**src/rtl/serial_cmd_pkg.sv**
```systemverilog
// Shared definitions for the serial command initiator: opcodes, response
// lengths, FSM states and the response-length clamp.
package serial_cmd_pkg;

    localparam logic [7:0] OP_VERSION  = 8'd0;
    localparam logic [7:0] OP_CALIB    = 8'd1;
    localparam logic [7:0] OP_HISTOSEL = 8'd2;
    localparam logic [7:0] OP_OUTEN    = 8'd3;
    localparam logic [7:0] OP_CLKSW    = 8'd4;
    localparam logic [7:0] OP_PHASE    = 8'd5;
    localparam logic [7:0] OP_SEED     = 8'd6;
    localparam logic [7:0] OP_ACTCLK   = 8'd8;
    localparam logic [7:0] OP_PHASEDIR = 8'd9;
    localparam logic [7:0] OP_HISTO    = 8'd10;
    localparam logic [7:0] OP_DELAY    = 8'd11;
    localparam logic [7:0] OP_PHASE_C1 = 8'd12;

    localparam logic [5:0] RESP_LEN_VERSION = 6'd1;
    localparam logic [5:0] RESP_LEN_ACTCLK  = 6'd1;
    localparam logic [5:0] RESP_LEN_HISTO   = 6'd32;
    localparam logic [5:0] RESP_LEN_DELAY   = 6'd16;

    typedef enum logic [2:0] {
        S_IDLE,
        S_TX_OP,
        S_TX_OP_GAP,
        S_TX_ARG,
        S_TX_ARG_GAP,
        S_RECV,
        S_FINISH
    } state_t;

    function automatic logic [5:0] clamp_len(input logic [5:0] len, input int max_resp);
        return (int'(len) > max_resp) ? 6'(max_resp) : len;
    endfunction

endpackage

```
**src/rtl/serial_rx_timeout.sv**
```systemverilog
// Inter-byte watchdog: reloads to TIMEOUT_CYCLES-1, counts down while enabled,
// and flags terminal count at zero.
module serial_rx_timeout #(
    parameter int TIMEOUT_CYCLES = 50_000_000
) (
    input  logic clk,
    input  logic rst_n,
    input  logic clr,
    input  logic load,
    input  logic en,
    output logic tc
);

    localparam int W = $clog2(TIMEOUT_CYCLES + 1);
    localparam logic [W-1:0] LOAD_VAL = W'(TIMEOUT_CYCLES - 1);

    logic [W-1:0] cnt_q;

    // NOTE: sequential state is written with non-blocking assignments only.
    always_ff @(posedge clk or negedge rst_n) begin
        if (!rst_n) begin
            cnt_q <= '0;
        end else if (clr) begin
            cnt_q <= '0;
        end else if (load) begin
            cnt_q <= LOAD_VAL;
        end else if (en && cnt_q != '0) begin
            cnt_q <= cnt_q - W'(1);
        end
    end

    assign tc = (cnt_q == '0);

endmodule

```
**src/rtl/serial_cmd_master.sv**
```systemverilog
// Initiator for the board serial command protocol: sends opcode (+ optional
// argument) over UART and streams back a fixed-length response.
// Optional SERIAL_CMD_HISTO_UNPACK_EN adds little-endian unpacking into 8x32-bit words.
module serial_cmd_master
    import serial_cmd_pkg::*;
#(
    parameter int TIMEOUT_CYCLES = 50_000_000,
    parameter int MAX_RESP       = 32
) (
    input  logic         clk,
    input  logic         rst_n,
    input  logic         cmd_valid,
    output logic         cmd_ready,
    input  logic [7:0]   cmd_op,
    input  logic         cmd_has_arg,
    input  logic [7:0]   cmd_arg,
    input  logic [5:0]   cmd_resp_len,
    input  logic         txBusy,
    output logic         txStart,
    output logic [7:0]   txData,
    input  logic         rxReady,
    input  logic [7:0]   rxData,
    output logic         resp_valid,
    output logic [7:0]   resp_byte,
    output logic [5:0]   resp_index,
    output logic         done,
    output logic         timeout_err,
    output logic [7:0]   stray_count
`ifdef SERIAL_CMD_HISTO_UNPACK_EN
    ,
    output logic [255:0] histo_words,
    output logic         histo_valid
`endif
);

    state_t     state_q, state_d;
    logic [7:0] arg_q;
    logic       has_arg_q;
    logic [5:0] len_q;
    logic [5:0] count_q;
    logic       accept, rx_take, to_hit, to_load, to_en, to_tc;

    assign accept = (state_q == S_IDLE) && cmd_valid;

    serial_rx_timeout #(.TIMEOUT_CYCLES(TIMEOUT_CYCLES)) u_rx_timeout (
        .clk   (clk),
        .rst_n (rst_n),
        .clr   (state_q == S_IDLE),
        .load  (to_load),
        .en    (to_en),
        .tc    (to_tc)
    );

    always_ff @(posedge clk or negedge rst_n) begin
        if (!rst_n) state_q <= S_IDLE;
        else        state_q <= state_d;
    end

    always_comb begin
        // NOTE: every output gets a default first so no path infers a latch.
        state_d   = state_q;
        cmd_ready = 1'b0;
        txStart   = 1'b0;
        done      = 1'b0;
        rx_take   = 1'b0;
        to_hit    = 1'b0;
        to_load   = 1'b0;
        to_en     = 1'b0;
        unique case (state_q)
            S_IDLE: begin
                cmd_ready = 1'b1;
                if (cmd_valid) state_d = S_TX_OP;
            end
            S_TX_OP: begin
                if (!txBusy) begin
                    txStart = 1'b1;
                    state_d = S_TX_OP_GAP;
                end
            end
            S_TX_OP_GAP: begin
                if (has_arg_q) begin
                    state_d = S_TX_ARG;
                end else if (len_q != 6'd0) begin
                    state_d = S_RECV;
                    to_load = 1'b1;
                end else begin
                    state_d = S_FINISH;
                end
            end
            S_TX_ARG: begin
                if (!txBusy) begin
                    txStart = 1'b1;
                    state_d = S_TX_ARG_GAP;
                end
            end
            S_TX_ARG_GAP: begin
                if (len_q != 6'd0) begin
                    state_d = S_RECV;
                    to_load = 1'b1;
                end else begin
                    state_d = S_FINISH;
                end
            end
            S_RECV: begin
                // A byte arriving on the terminal-count cycle wins over the timeout.
                if (rxReady) begin
                    rx_take = 1'b1;
                    to_load = 1'b1;
                    if (count_q + 6'd1 == len_q) state_d = S_FINISH;
                end else if (to_tc) begin
                    to_hit  = 1'b1;
                    state_d = S_IDLE;
                end else begin
                    to_en = 1'b1;
                end
            end
            S_FINISH: begin
                done    = 1'b1;
                state_d = S_IDLE;
            end
            default: state_d = S_IDLE;
        endcase
    end

    always_ff @(posedge clk or negedge rst_n) begin
        if (!rst_n) begin
            txData      <= 8'h00;
            arg_q       <= 8'h00;
            has_arg_q   <= 1'b0;
            len_q       <= 6'd0;
            count_q     <= 6'd0;
            resp_valid  <= 1'b0;
            resp_byte   <= 8'h00;
            resp_index  <= 6'd0;
            timeout_err <= 1'b0;
            stray_count <= 8'h00;
        end else begin
            resp_valid  <= rx_take;
            timeout_err <= to_hit;
            if (accept) begin
                txData    <= cmd_op;
                arg_q     <= cmd_arg;
                has_arg_q <= cmd_has_arg;
                len_q     <= clamp_len(cmd_resp_len, MAX_RESP);
                count_q   <= 6'd0;
            end
            if (state_q == S_TX_OP_GAP && has_arg_q) txData <= arg_q;
            if (rx_take) begin
                resp_byte  <= rxData;
                resp_index <= count_q;
                count_q    <= count_q + 6'd1;
            end
            if (rxReady && state_q != S_RECV && stray_count != 8'hFF)
                stray_count <= stray_count + 8'h01;
        end
    end

`ifdef SERIAL_CMD_HISTO_UNPACK_EN
    always_ff @(posedge clk or negedge rst_n) begin
        if (!rst_n)       histo_words <= '0;
        else if (accept)  histo_words <= '0;
        else if (rx_take) histo_words[{count_q[4:0], 3'b000} +: 8] <= rxData;
    end

    assign histo_valid = done && (len_q == 6'd32);
`endif

endmodule

```
**config.mk**
```make
export PLATFORM = sky130hd
export DESIGN_NAME = serial_cmd_master
export DESIGN_NICKNAME = d
export VERILOG_FILES = /design/src/rtl/serial_cmd_pkg.sv /design/src/rtl/serial_rx_timeout.sv /design/src/rtl/serial_cmd_master.sv
export SDC_FILE = /design/constraint.sdc
export NUM_CORES = 1
export LEC_CHECK = 0
export CAP_MARGIN = 15
export CORE_MARGIN = 8
export CORE_UTILIZATION = 38
export CTS_CLUSTER_SIZE = 20
export DETAILED_ROUTE_END_ITERATION = 7
export GPL_TIMING_DRIVEN = 0
export PLACE_DENSITY = 0.65
export REMOVE_ABC_BUFFERS = 1
export SKIP_CTS_REPAIR_TIMING = 1
export SLEW_MARGIN = 20
export SYNTH_ARGS = -nofsm -noshare
export SYNTH_HDL_FRONTEND = slang
export SYNTH_HIERARCHICAL = 1
export SYNTH_SLANG_ARGS = --single-unit
```
**constraint.sdc**
```tcl
create_clock -name clk -period 7.3 [get_ports clk]
set_input_delay 1.095 -clock clk [delete_from_list [all_inputs] [get_ports clk]]
set_output_delay 1.095 -clock clk [all_outputs]
set_load 0.03 [all_outputs]
```
Yosys cells after proc, flatten, opt, wreduce, memory -nomap -nowiden --
Index checks and enable logic that the tools add are counted.
Cells by class: add/sub/neg operators 3, $lt $le $gt $ge 1, equal/unequal tests 14, muxes and demuxes 32, reductions and logical operators 14
Operators by type and width (number):
- $mux W26 | 3
- $logic_not A26 Y1 | 1
- $reduce_bool A26 Y1 | 1
- $sub A26 B1 Y26 const B | 1
- $mux W3 | 7
- $mux W6 | 3
- $pmux W3 S6 | 1
- $mux W8 | 2
- $mux W1 | 14
- $eq A3 B3 Y1 const B | 3
- $ne A3 B3 Y1 const B | 3
- $add A8 B1 Y8 const B | 1
- $ne A8 B8 Y1 const B | 1
- $add A6 B1 Y6 const B | 1
- $eq A3 B2 Y1 const B | 2
- $eq A6 B6 Y1 | 1
- $gt A6 B6 Y1 const B | 1
- $ne A2 B2 Y1 const B | 3
- $reduce_bool A6 Y1 | 1
- $logic_and A1 B1 Y1 | 5
- $reduce_and A5 Y1 | 1
- $reduce_bool A2 Y1 | 2
- $eq A3 B1 Y1 const B | 1
- $logic_not A3 Y1 | 1
- other kinds (4) | 4
Word-level totals: register bits after elaboration 82, word-level logic and storage cells 76

Depth between registers and ports, before layout --
depth after elaboration 8, depth in mapped cells 13, depth with buffers taken out 11

By module --
The synthesis kept the hierarchy.
Modules (own cells, without submodules):
- serial_cmd_master | instances 1, cells each 261, area each 2602.5 um^2
- serial_rx_timeout | instances 1, cells each 155, area each 1520.2 um^2

Worst setup path before layout --
Ideal clock, no wire load.
path kind reg-to-reg, start register u_rx_timeout.cnt_q[0], end register u_rx_timeout.cnt_q[23], setup time 82 ps, data arrival time 3346 ps, setup slack 3872 ps, cell stages (with the launch flop) 14, path buffers 2, cell sequence dfrtp_1 > inv_1 > ha_1 > nor2b_1 > nand4_1 > clkbuf_1 > nor2_2 > nor3_2 > buf_2 > or4b_1 > nor4_1 > o211ai_2 > or4_1 > a31oi_1
On the way: cells in the longest elaborated chain, start to end 6
RTL lines:
- from (decl) | RTL line serial_rx_timeout.sv:17 | logic [W-1:0] cnt_q;
- from (signal assigned) | RTL line serial_rx_timeout.sv:28 | cnt_q <= cnt_q - W'(1);
- $logic_not A26 Y1 | RTL line serial_rx_timeout.sv:32 | assign tc = (cnt_q == '0);
- via to_tc | RTL line serial_cmd_master.sv:41 | logic accept, rx_take, to_hit, to_load, to_en, to_tc;
- $mux W1 | RTL line serial_cmd_master.sv:110 | end else if (to_tc) begin
- $mux W1 | RTL line serial_cmd_master.sv:106 | if (rxReady) begin
- $mux W1 | RTL line serial_cmd_master.sv:69 | unique case (state_q)
- via to_en | RTL line serial_cmd_master.sv:41
- $logic_and A1 B1 Y1 | RTL line serial_rx_timeout.sv:27 | end else if (en && cnt_q != '0) begin
- $reduce_bool A3 Y1 (no source line)
The timed path passes the listed nets, and every way through them passes these cells. The select of a mux whose other input is x is not followed. A chain may end at the register's enable or synchronous reset.

Worst setup path after layout --
start register u_rx_timeout.cnt_q[0], end register u_rx_timeout.cnt_q[13]
The elaborated chain is that of the path after synthesis.

==> flow_summary.html <==
<table>
<tr><th>Metric</th><th>Value</th></tr>
<tr><th colspan="2">Critical path</th></tr>
<tr><td>Cell with the biggest individual delay on the critical path</td><td>nor3_2</td></tr>
<tr><td>Type of the worst setup path</td><td>reg2reg</td></tr>
<tr><td>Data arrival at the endpoint of the critical path</td><td>between 4 and 5 ns</td></tr>
<tr><td>Crit path cell chain</td><td>inv_1 &gt; ha_1 &gt; nor2b_1 &gt; nand4_1 &gt; nor2_2 &gt; nor3_2 &gt; or4b_1 &gt; nor4_1 &gt; o21ai_1 &gt; or3_1 &gt; a31oi_1</td></tr>
<tr><td>CP max stage delay</td><td>between 0.7 and 0.8 ns</td></tr>
<tr><td>Data required, critical path</td><td>around 7.6 ns</td></tr>
<tr><td>Category of the worst setup path launch point</td><td>flip-flop</td></tr>
<tr><td>Type of destination of the critical path</td><td>flip-flop</td></tr>
<tr><td>Critical Path Fanout Max</td><td>17</td></tr>
<tr><th colspan="2">Synth</th></tr>
<tr><td>Fraction of the yosys area taken by sequential cells</td><td>between 40% and 50%</td></tr>
<tr><td>Flip-flop and latch count after synthesis</td><td>just over 80</td></tr>
<tr><td>Yosys Warn Count</td><td>6</td></tr>
<tr><td>Most instantiated flip-flop cell in the synthesis netlist</td><td>dfrtp_1</td></tr>
<tr><td>Avg Synthesized Cell Area</td><td>a little under 10 µm²</td></tr>
<tr><td>Number of unique standard cell types used by synthesis</td><td>slightly above 60</td></tr>
<tr><td>Number of enable-type register cells in the synthesized netlist</td><td>0</td></tr>
<tr><td>Cell area after synthesis</td><td>slightly above 0.004 mm²</td></tr>
<tr><td>Cell count after synthesis</td><td>416</td></tr>
<tr><td>Post-synth ARST share</td><td>100%</td></tr>
<tr><th colspan="2">Routing</th></tr>
<tr><td>Iteration count of the initial detailed-routing pass</td><td>4</td></tr>
<tr><td>Wire length after detailed routing</td><td>around 9100 µm</td></tr>
<tr><td>Via count</td><td>around 3,200</td></tr>
<tr><td>Routed Antenna Nets</td><td>0</td></tr>
<tr><td>Avg WL per Cell</td><td>between 10 and 15 µm</td></tr>
<tr><td>Number of violations reported at the end of detailed-routing iteration 0</td><td>between 90 and 100</td></tr>
<tr><td>Via density</td><td>around 5.1</td></tr>
<tr><td>Number of DRC violations after detailed routing</td><td>0</td></tr>
<tr><th colspan="2">STA</th></tr>
<tr><td>Final number of max-transition violations</td><td>0</td></tr>
<tr><td>Shortest clock period the worst path allows after layout</td><td>4.08 ns</td></tr>
<tr><td># setup viols final</td><td>0</td></tr>
<tr><td>Hold Fails Final Rpt</td><td>0</td></tr>
<tr><td>Setup repair after global routing missed its margin</td><td>false</td></tr>
<tr><td>Minimum hold slack</td><td>0.477 ns</td></tr>
<tr><td>Post-route setup TNS</td><td>0 ns</td></tr>
<tr><td>Transition at the pin with the smallest max-transition slack</td><td>roughly 0.85 ns</td></tr>
<tr><td>Worst slew margin relative to its limit</td><td>42.9%</td></tr>
<tr><td>Final clock period utilization by the worst path</td><td>between 50% and 60%</td></tr>
<tr><td>Fmax</td><td>about 250 MHz</td></tr>
<tr><td>Skew final</td><td>about 0.0070 ns</td></tr>
<tr><th colspan="2">CTS</th></tr>
<tr><td>Clock slew at the register clock pins of the worst setup and hold paths</td><td>approximately 0.08 ns</td></tr>
<tr><td>Clock root buffer master</td><td>clkbuf_8</td></tr>
<tr><td>TritonCTS clock tree</td><td>yes</td></tr>
<tr><td>Clock latency at the later pin of the worst-skew pair</td><td>0.35 ns</td></tr>
<tr><td>CTS max path bufs</td><td>2</td></tr>
<tr><td>Htree depth</td><td>3</td></tr>
<tr><td>TritonCTS Buffers</td><td>9</td></tr>
<tr><td>Number of clock sinks seen by CTS</td><td>slightly above 80</td></tr>
<tr><th colspan="2">Global route</th></tr>
<tr><td>M3 GR Usage</td><td>under 10%</td></tr>
<tr><td>Number of antenna violations at the first check in global routing</td><td>0</td></tr>
<tr><td>Met1 global-route usage</td><td>between 15 and 20%</td></tr>
<tr><td>Gr busiest metal</td><td>met2</td></tr>
<tr><td>Met2 GRT Util</td><td>a little over a fifth</td></tr>
<tr><td>Tot GR Track Use</td><td>a little over an eighth</td></tr>
<tr><td>Via count of the first global-routing pass</td><td>3,250</td></tr>
<tr><td>First-pass GRT wire length</td><td>between 15,000 and 20,000 µm</td></tr>
<tr><td>Maximum number of pins on one net before global-route repair</td><td>55</td></tr>
<tr><td>Congestion Overflow GR</td><td>0</td></tr>
<tr><th colspan="2">Floorplanning</th></tr>
<tr><td>Die extent in x</td><td>about 120 µm</td></tr>
<tr><td>Initial core utilization</td><td>between 30% and 40%</td></tr>
<tr><td>Height of the die</td><td>about 120 µm</td></tr>
<tr><td>Die area</td><td>about 0.014 mm²</td></tr>
<tr><td>Cell row count</td><td>38</td></tr>
<tr><td>Boundary pin count</td><td>71</td></tr>
<tr><td>Core Box Area</td><td>approximately 0.011 mm²</td></tr>
<tr><th colspan="2">Place</th></tr>
<tr><td>Instance count after placement with tap cells included</td><td>610</td></tr>
<tr><td>Total half-perimeter wirelength after legalization and detailed placement</td><td>between 6000 and 7000 µm</td></tr>
<tr><td>Input/output buffers</td><td>70</td></tr>
<tr><td>Placer's final routability congestion estimate</td><td>roughly 0.77</td></tr>
<tr><th colspan="2">Power and ir drop</th></tr>
<tr><td>Power density cells</td><td>between 400 and 500 mW/mm²</td></tr>
<tr><td>Reported leakage power</td><td>approximately 0.0022 µW</td></tr>
<tr><td>Total chip power</td><td>approximately 2200 µW</td></tr>
<tr><td>IR Drop Worst-Case VDD</td><td>around 0.18 mV</td></tr>
<tr><th colspan="2">Final layout</th></tr>
<tr><td>Fill cell instance count of the final layout</td><td>a little over 1,000</td></tr>
<tr><td># nets final</td><td>520</td></tr>
<tr><td>Final Instance Count excl. Fillers</td><td>roughly 630</td></tr>
<tr><td>Finished Core Util</td><td>between 40% and 50%</td></tr>
<tr><td>Count of inserted antenna diode cells</td><td>0</td></tr>
<tr><td>Share of final-layout standard cells stronger than drive strength 1</td><td>about a tenth</td></tr>
<tr><td>Synthesis-to-finish area growth</td><td>26.2%</td></tr>
<tr><th colspan="2">Job</th></tr>
<tr><td>Max-cap viol count</td><td>0</td></tr>
<tr><th colspan="2">Outcome</th></tr>
<tr><td>Status</td><td>complete, no violations</td></tr>
<tr><th colspan="2">Min path</th></tr>
<tr><td>Hold Path Class</td><td>reg2reg</td></tr>
</table>
[final cells by class]
class                           count  area (µm²)  area share, %
Sequential cell                    82        2050           39.4
Multi-Input combinational cell    307        1940           37.3
Timing Repair Buffer               72         733           14.1
Tap cell                          140         175           3.37
Clock buffer                       11         141           2.72
Clock inverter                      5         125           2.40
Inverter                            9        33.8          0.649
[layout by cell type (no fill, tap or decap), types with 4 or more instances in the layout]
| cell | count |
|---|---|
| nor3_1 | 6 |
| nor4_1 | 6 |
| nand4_1 | 4 |
| or3_1 | 6 |
| xnor2_1 | 14 |
| o21ai_1 | 7 |
| a31oi_1 | 6 |
| nand2b_1 | 7 |
| clkdlybuf4s50_1 | 69 |
| a21oi_1 | 21 |
| dfrtp_1 | 82 |
| o21ai_0 | 15 |
| clkbuf_8 | 10 |
| or4_1 | 5 |
| o31ai_1 | 6 |
| o211ai_1 | 6 |
| nand2_1 | 61 |
| or2_2 | 4 |
| xor2_1 | 18 |
| nand3_1 | 7 |
| o22ai_1 | 11 |
| inv_1 | 8 |
| o211ai_2 | 4 |
| nor2_1 | 33 |
| bufinv_16 | 4 |
| and3_1 | 4 |
| mux2_2 | 10 |
[through the flow]
step | setup WS (ns) | instance area (µm²)
floorplan | 3.35 | 4020
global placement | 2.14 | 4900
detailed placement | 3.19 | 4930
CTS | 3.25 | 5200
global route | 2.87 | 5200
finish | 3.22 | 5200
[power breakdown]
part | internal [µW] | switching [µW]
Combinational | 407 | 537
Sequential | 633 | 176
Clock | 271 | 164
Total | 1310 | 877
[worst paths after layout]
check / start / endpoint / slack, ns / cells past startpoint
max in group asynchronous: rst_n / resp_byte[6] / 6.04 / 2
setup / recovery: u_rx_timeout/cnt_q[0] / u_rx_timeout/cnt_q[13] / 3.22 / 11
hold / removal: resp_byte[6] / resp_byte[6] / 0.48 / 2
setup reg to reg: u_rx_timeout/cnt_q[0] / u_rx_timeout/cnt_q[13] / 3.22 / 11
hold reg to reg: resp_byte[6] / resp_byte[6] / 0.48 / 2
min in group asynchronous: rst_n / u_rx_timeout/cnt_q[5] / 0.67 / 1
[sequential cells by signal, indices dropped and copies added (netlist names)]
signal and count:
resp_index 6, stray_count 8, txData 8, count_q 6, u_rx_timeout/cnt_q 26, len_q 6
timeout_err 1, has_arg_q 1, state_q 3, resp_byte 8, resp_valid 1, arg_q 8
[critical path: cells and delay by family, from the launching register on]
kind,cells,cell delay (ns)
buf+inv,1,0.06
flops,1,0.40
fa+ha+maj,1,0.21
compound gates,2,0.37
simple gates,7,2.95
[cells by family (layout without fill, tap and decap cells)]
logic type / Yosys count / in the layout / synth area share [%]
and+or+nand+nor: 173 / 173 / 22.5
muxes: 11 / 11 / 2.97
AOI/OAI and AO/OA: 88 / 88 / 13.7
buffers and inverters: 27 / 97 / 3.28
DFF: 82 / 82 / 49.8
xor gates and xnor gates: 32 / 32 / 6.80
adders and majority gates: 3 / 3 / 0.911
[Yosys cell counts (7+ instances only)]
library cell	instances	share of area, %
a21oi_1	21	2.5
dfrtp_1	82	50
inv_1	8	0.73
mux2_2	10	2.7
nand2_1	62	5.6
nand2b_1	7	1.1
nand3_1	7	0.85
nor2_1	33	3.0
nor3_1	7	0.85
o21ai_0	15	1.8
o21ai_1	7	0.85
o22ai_1	11	1.7
xnor2_1	14	3.0
xor2_1	18	3.8
[metal layers]
layer | wire length [µm] | vias to the layer above
li1 | - | 1608
met1 | 4150 | 1542
met2 | 4390 | 58
met3 | 468 | 10
met4 | 138 | 0
met5 | 0 | -
Note: power is estimated with default switching activity, not from simulation.
